$ cat src/rtl/usb_tx_scheduler.sv
// Transmit packet scheduler: arbitrates RX IQ half-buffer packets against
// bandscope frame packets and paces bandscope captures in milliseconds.
module usb_tx_scheduler #(
  parameter int unsigned TICK_DIV   = 60000,
  parameter int unsigned BS_PACKETS = 67
) (
  input  logic       usb_clock,
  input  logic       reset,
  input  logic       rx_on,
  input  logic       bs_on,
  input  logic [7:0] bs_period,
  input  logic       rx_block,
  input  logic       bs_ready,
  input  logic       pkt_done,
  output logic       pkt_req,
  output logic       pkt_type,
  output logic       pkt_block,
  output logic [7:0] pkt_pn,
  output logic       bs_arm,
  output logic       rx_overrun
);

  localparam int unsigned PW = (TICK_DIV > 1) ? $clog2(TICK_DIV) : 1;
  localparam logic [PW-1:0] PRESC_LAST = PW'(TICK_DIV - 1);
  localparam logic [7:0]    PN_LAST    = 8'(BS_PACKETS - 1);

  typedef enum logic [1:0] {
    M_IDLE,
    M_RX_BUSY,
    M_BS_BUSY
  } main_state_t;

  typedef enum logic [2:0] {
    BS_OFF,
    BS_ARM,
    BS_WAIT_CAP,
    BS_SEND,
    BS_GAP
  } bs_state_t;

  main_state_t   main_state;
  bs_state_t     bs_state;

  logic          primed;
  logic          rx_seen;
  logic          bs_seen;
  logic          rx_pend;
  logic          rx_half;
  logic          bs_pend;
  logic [7:0]    pn;
  logic [PW-1:0] presc;
  logic [7:0]    gap_cnt;

  logic          rx_toggle;
  logic          bs_toggle;
  logic          ms_tick;
  logic          grant_rx;
  logic          bs_done_evt;
  logic [7:0]    period_target;

  always_comb begin
    rx_toggle     = primed && (rx_block != rx_seen);
    bs_toggle     = primed && (bs_ready != bs_seen);
    ms_tick       = (presc == PRESC_LAST);
    grant_rx      = (main_state == M_IDLE) && rx_pend;
    bs_done_evt   = (main_state == M_BS_BUSY) && pkt_done;
    period_target = (bs_period == 8'd0) ? 8'd1 : bs_period;
  end

  // Edge detectors are primed from the live levels on the first cycle out of
  // reset so a non-zero level at release is not mistaken for a toggle.
  always_ff @(posedge usb_clock or negedge reset) begin
    if (!reset) begin
      primed     <= 1'b0;
      rx_seen    <= 1'b0;
      bs_seen    <= 1'b0;
      rx_pend    <= 1'b0;
      rx_half    <= 1'b0;
      rx_overrun <= 1'b0;
    end else begin
      primed <= 1'b1;
      if (!primed || rx_toggle)
        rx_seen <= rx_block;
      if (!primed || bs_toggle)
        bs_seen <= bs_ready;

      if (!rx_on) begin
        rx_pend    <= 1'b0;
        rx_overrun <= 1'b0;
      end else if (rx_toggle) begin
        rx_pend <= 1'b1;
        rx_half <= rx_block;
        if (rx_pend)
          rx_overrun <= 1'b1;
      end else if (grant_rx) begin
        rx_pend <= 1'b0;
      end
    end
  end

  always_ff @(posedge usb_clock or negedge reset) begin
    if (!reset) begin
      main_state <= M_IDLE;
      pkt_req    <= 1'b0;
      pkt_type   <= 1'b0;
      pkt_block  <= 1'b0;
      pkt_pn     <= '0;
    end else begin
      case (main_state)
        M_IDLE: begin
          if (rx_pend) begin
            main_state <= M_RX_BUSY;
            pkt_req    <= 1'b1;
            pkt_type   <= 1'b0;
            pkt_block  <= rx_half;
            pkt_pn     <= pn;
          end else if (bs_pend) begin
            main_state <= M_BS_BUSY;
            pkt_req    <= 1'b1;
            pkt_type   <= 1'b1;
            pkt_block  <= rx_half;
            pkt_pn     <= pn;
          end
        end
        default: begin
          if (pkt_done) begin
            main_state <= M_IDLE;
            pkt_req    <= 1'b0;
          end
        end
      endcase
    end
  end

  always_ff @(posedge usb_clock or negedge reset) begin
    if (!reset) begin
      bs_state <= BS_OFF;
      bs_arm   <= 1'b0;
      bs_pend  <= 1'b0;
      pn       <= '0;
      presc    <= '0;
      gap_cnt  <= '0;
    end else if (!bs_on) begin
      bs_state <= BS_OFF;
      bs_arm   <= 1'b0;
      bs_pend  <= 1'b0;
      pn       <= '0;
      presc    <= '0;
      gap_cnt  <= '0;
    end else begin
      bs_arm <= 1'b0;
      case (bs_state)
        BS_OFF:  bs_state <= BS_ARM;
        BS_ARM: begin
          bs_arm   <= 1'b1;
          bs_state <= BS_WAIT_CAP;
        end
        BS_WAIT_CAP: begin
          if (bs_toggle) begin
            bs_state <= BS_SEND;
            bs_pend  <= 1'b1;
          end
        end
        BS_SEND: begin
          if (bs_done_evt) begin
            if (pn < PN_LAST) begin
              pn <= pn + 8'd1;
            end else begin
              pn       <= '0;
              bs_pend  <= 1'b0;
              presc    <= '0;
              gap_cnt  <= '0;
              bs_state <= BS_GAP;
            end
          end
        end
        BS_GAP: begin
          // Compare the registered count so ARM is entered one cycle after
          // the final tick; bs_arm then follows on the next edge.
          if (gap_cnt == period_target) begin
            presc    <= '0;
            gap_cnt  <= '0;
            bs_state <= BS_ARM;
          end else if (ms_tick) begin
            presc   <= '0;
            gap_cnt <= gap_cnt + 8'd1;
          end else begin
            presc <= presc + PW'(1);
          end
        end
        default: bs_state <= BS_OFF;
      endcase
    end
  end

endmodule

$ cat config.mk
export PLATFORM = sky130hd
export DESIGN_NAME = usb_tx_scheduler
export DESIGN_NICKNAME = d
export VERILOG_FILES = /design/src/rtl/usb_tx_scheduler.sv
export SDC_FILE = /design/constraint.sdc
export NUM_CORES = 1
export LEC_CHECK = 0
export ABC_AREA = 1
export CAP_MARGIN = 10
export CORE_MARGIN = 3
export CORE_UTILIZATION = 50
export DETAILED_ROUTE_END_ITERATION = 7
export GPL_TIMING_DRIVEN = 0
export PLACE_DENSITY = 0.71
export SLEW_MARGIN = 20
export SYNTH_ARGS = -nofsm -noshare
export SYNTH_HDL_FRONTEND = slang
export SYNTH_SLANG_ARGS = --single-unit
$ cat constraint.sdc
create_clock -name usb_clock -period 3.9 [get_ports usb_clock]
set_clock_uncertainty 0.05 [all_clocks]
set_input_delay 0.78 -clock usb_clock [delete_from_list [all_inputs] [get_ports usb_clock]]
set_output_delay 0.78 -clock usb_clock [all_outputs]
set_load 0.05 [all_outputs]
==> impl_metrics.csv, run 1 <==
group,metric,value,unit
sta,rsz0062_at_grt,"no",
sta,max-slew-margin-rel,0.541,
floorplan,start_util,0.524,
critical_path,crit_family,"buffers and inverters",
logic_synthesis,seq_area_frac_synth,0.447,
worst_hold_path,min_to,"pkt_pn[4]",
power,ir_drop,0.368,mV
critical_path,criticalPathCategory,"register to output port",
floorplan,coreArea,0.00599,mm^2
cts,root_buffer,"clkbuf_8",
sta,fin_crit,2.32,ns
cts,post_cts_buffers,0,
cts,ctsResizeCount,0,
critical_path,worstPathArrival,1.49,ns
worst_hold_path,hold_start,"pkt_pn[4]",
logic_synthesis,synth_compound_area_frac,0.0890,
placement,portBuffers,26,
global_route,gr-usage-met2,0.339,
critical_path,ff2ff_setup_slack,2.01,ns
sta,hold-worst-slack,0.442,ns
status,status,"finished clean",
cts,cts_buffers,5,
finish,diodes,0,
sta,fin_crit_sh,0.594,
critical_path,slowest_stage,"clkdlybuf4s50_1",
critical_path,cp_num_buf_inv,1,
floorplan,rows,28,
cts,clkSinkCount,56,
logic_synthesis,ys_ff_latch,56,
finish,layoutNonFillerInstCount,529,
logic_synthesis,synth.largest_area_cell,"dfrtp_1",
global_route,grt_max_degree,57,
critical_path,r2r_end,"gap_cnt[2]",
global_route,grtUsageMet1,0.255,
critical_path,crit_path_max_fanout,2,
sta,max_freq,432,MHz
detailed_routing,num_vias,2750,
critical_path,reg2reg_depth,10,
critical_path,r2r_start,"presc[0]",
detailed_routing,drc,0,
sta,fin_setup_tns,0,ns
detailed_routing,vias_per_cell,5.20,
placement,hpwl,4.80,mm
floorplan,die-area,0.00726,mm^2
critical_path,critical_path_cell_count,1,
global_route,first_global_vias,2682,
critical_path,crit_required,3.07,ns
finish,layout-drive-gt1-share,0.0705,
placement,place.gp.congestion,0.878,
logic_synthesis,synthAdderAreaFrac,0.0120,
global_route,track_usage,0.193,
detailed_routing,wirelength,6.56,mm
cts,cts_buffer_depth,2,
logic_synthesis,synth_top_area_share,0.447,
sta,finalMaxSlewViolations,0,
detailed_routing,wl_per_cell,12.4,um
finish,final_common_cell,"nand2_1",
logic_synthesis,synth_xor_area_frac,0.0447,
critical_path,cp-start-kind,"register",
job,drv_cap,0,
power,p_leak,1.68,nW
critical_path,crit_path_end_kind,"output port",
global_route,grt_pass1_wl,11.7,mm
global_route,use_met3,0.0272,
sta,tightest_slew,0.689,ns
critical_path,crit_chain,"clkdlybuf4s50_1",
power,total_power,1.56,mW
critical_path,max_stage_delay,0.81,ns
cts,cts_tree,"done",
detailed_routing,first_pass_iters,4,
cts,h-tree-depth,2,
finish,areaGrowthSynthToFinish,14.3,%
logic_synthesis,yosysWarnings,0,
detailed_routing,ant_nets,0,
worst_hold_path,hold_path_class,"register to register",
finish,final_nets,471,
power,power_density,435,mW/mm^2
floorplan,die_height,85.2,um
global_route,overflow,0,
cts,clkTransAtPathRegs,0.10,ns
placement,dp_cells,521,
logic_synthesis,synth_area_per_cell,7.47,um^2
cts,cts-hold-fix-buffers,0,
floorplan,ios,28,
sta,finalSetupViolCount,0,
detailed_routing,drt-initial-drc-count,128,
floorplan,fp.dieW,85.2,um
logic_synthesis,netlist_area,0.00314,mm^2
worst_hold_path,whs_path_depth,2,
cts,clock_latency,0.31,ns
logic_synthesis,synthMuxAreaShare,0,
logic_synthesis,postSynthCellCount,420,
logic_synthesis,synthSimpleGateAreaFrac,0.317,
logic_synthesis,synth_top_family_by_area,"simple AND/OR/NAND/NOR gates",
global_route,antenna_found_initial,0,
logic_synthesis,synth_area_leaders,"dfrtp_1 45%, nand2_1 13%, inv_1 6.5%",
logic_synthesis,synth_cell_type_count,36,
finish,layout_common_cells,"105 x nand2_1, 56 x dfrtp_1, 54 x inv_1",
sta,hold_viol,0,
logic_synthesis,syn-num-nets,438,
global_route,busiest_layer,"met2",
-- logic make-up after synthesis --
family / Yosys count
flip-flops: 56
AND/OR/NAND/NOR: 223
XOR/XNOR: 16
buffers and inverters: 69
other: 1
AO/OA/AOI/OAI: 52
adder cells (fa/ha/maj): 3
-- sequential cells by signal, summed over array words and instances, names as in the netlist, 2 cells and up --
register    count
pn              8
presc          16
gap_cnt         8
pkt_pn          8
bs_state        3
main_state      2
-- worst max path at each step --
stage                       startpoint     endpoint  slack [ns]
final                        pkt_pn[0]    pkt_pn[0]        1.58
after global routing      bs_period[1]   gap_cnt[5]        1.52
after CTS                    pkt_pn[2]    pkt_pn[2]        1.57
after detailed placement  bs_period[6]   gap_cnt[5]        1.36
after global placement           reset   gap_cnt[7]        0.23
after floorplan               bs_ready  bs_state[0]        2.06
-- where the power goes --
part	total, mW	internal (mW)	switching, mW	leakage (nW)
Sequential	0.708	0.658	0.0502	0.750
Combinational	0.512	0.158	0.354	0.876
Clock	0.340	0.146	0.194	0.0516
-- worst reg2reg max path, delay by kind of cell, from the launching register on --
family	cells	cell delay, ns
simple gates	9	1.05
flops	1	0.45
fa+ha+maj	1	0.23
-- metal layers --
layer | wire [um] | share of wire
met3 | 182 | 0.028
met1 | 3130 | 0.48
met4 | 20 | 0.0031
met2 | 3220 | 0.49
met5 | 0 | 0
-- synthesized netlist by cell type --
library cell    n
nand2_2         3
a21o_1          1
nor2_2          1
conb_1          1
nor3_1          4
nor2_4          2
xor2_1         12
o21bai_2        1
buf_6           2
nand4_1        13
nand4_2         1
nand3_2         2
nor3_2          1
buf_2           5
o21bai_1        1
o21ai_1         2
nand2_1       105
inv_1          54
o211ai_1        1
dfrtp_1        56
nor2_1         48
inv_2           1
clkbuf_1        5
nand3_1        36
nor4_1          1
or2_2           3
ha_1            3
o22ai_1         2
o21ai_0        35
clkbuf_2        1
a21oi_1         8
nor3b_1         1
o31ai_1         1
xnor2_1         4
buf_1           1
nand3b_1        2
-- cell type report --
class,instances,area [um^2]
repair buffers,26,258
multi-input cells,295,1450
clock buffers,6,82.6
inverters,55,206
fillers,567,2410
plain buffers,14,75.1
well taps,75,93.8
clock inverters,2,13.8
flip-flops and latches,56,1400
-- metrics by stage --
step,utilization,setup WS [ns],instance area [um^2]
after global routing,0.598,1.52,3580
after global placement,0.583,0.229,3490
after detailed placement,0.582,1.36,3490
final,0.598,1.58,3580
after CTS,0.598,1.57,3580
after floorplan,-,2.06,3140
Note: power is estimated with default switching activity, not from simulation.
==> run 2: changes to the inputs <==
==> constraint.sdc (replaced) <==
create_clock -name usb_clock -period 2.3 [get_ports usb_clock]
set_clock_uncertainty 0.05 [all_clocks]
set_input_delay 0.46 -clock usb_clock [delete_from_list [all_inputs] [get_ports usb_clock]]
set_output_delay 0.46 -clock usb_clock [all_outputs]
set_load 0.05 [all_outputs]
==> results of run 2 <==
The final DEF is identical to that of run 1. Status: finished clean.
Among the figures that moved: setup slack after placement 1.36 ns -> 0.0783 ns; setup slack after layout 1.58 ns -> 0.304 ns; hold slack 0.442 ns -> 0.142 ns; register-to-register setup slack 2.01 ns -> 0.41 ns; total power 1.56 mW -> 2.65 mW; worst IR drop on VDD 0.368 mV -> 0.623 mV
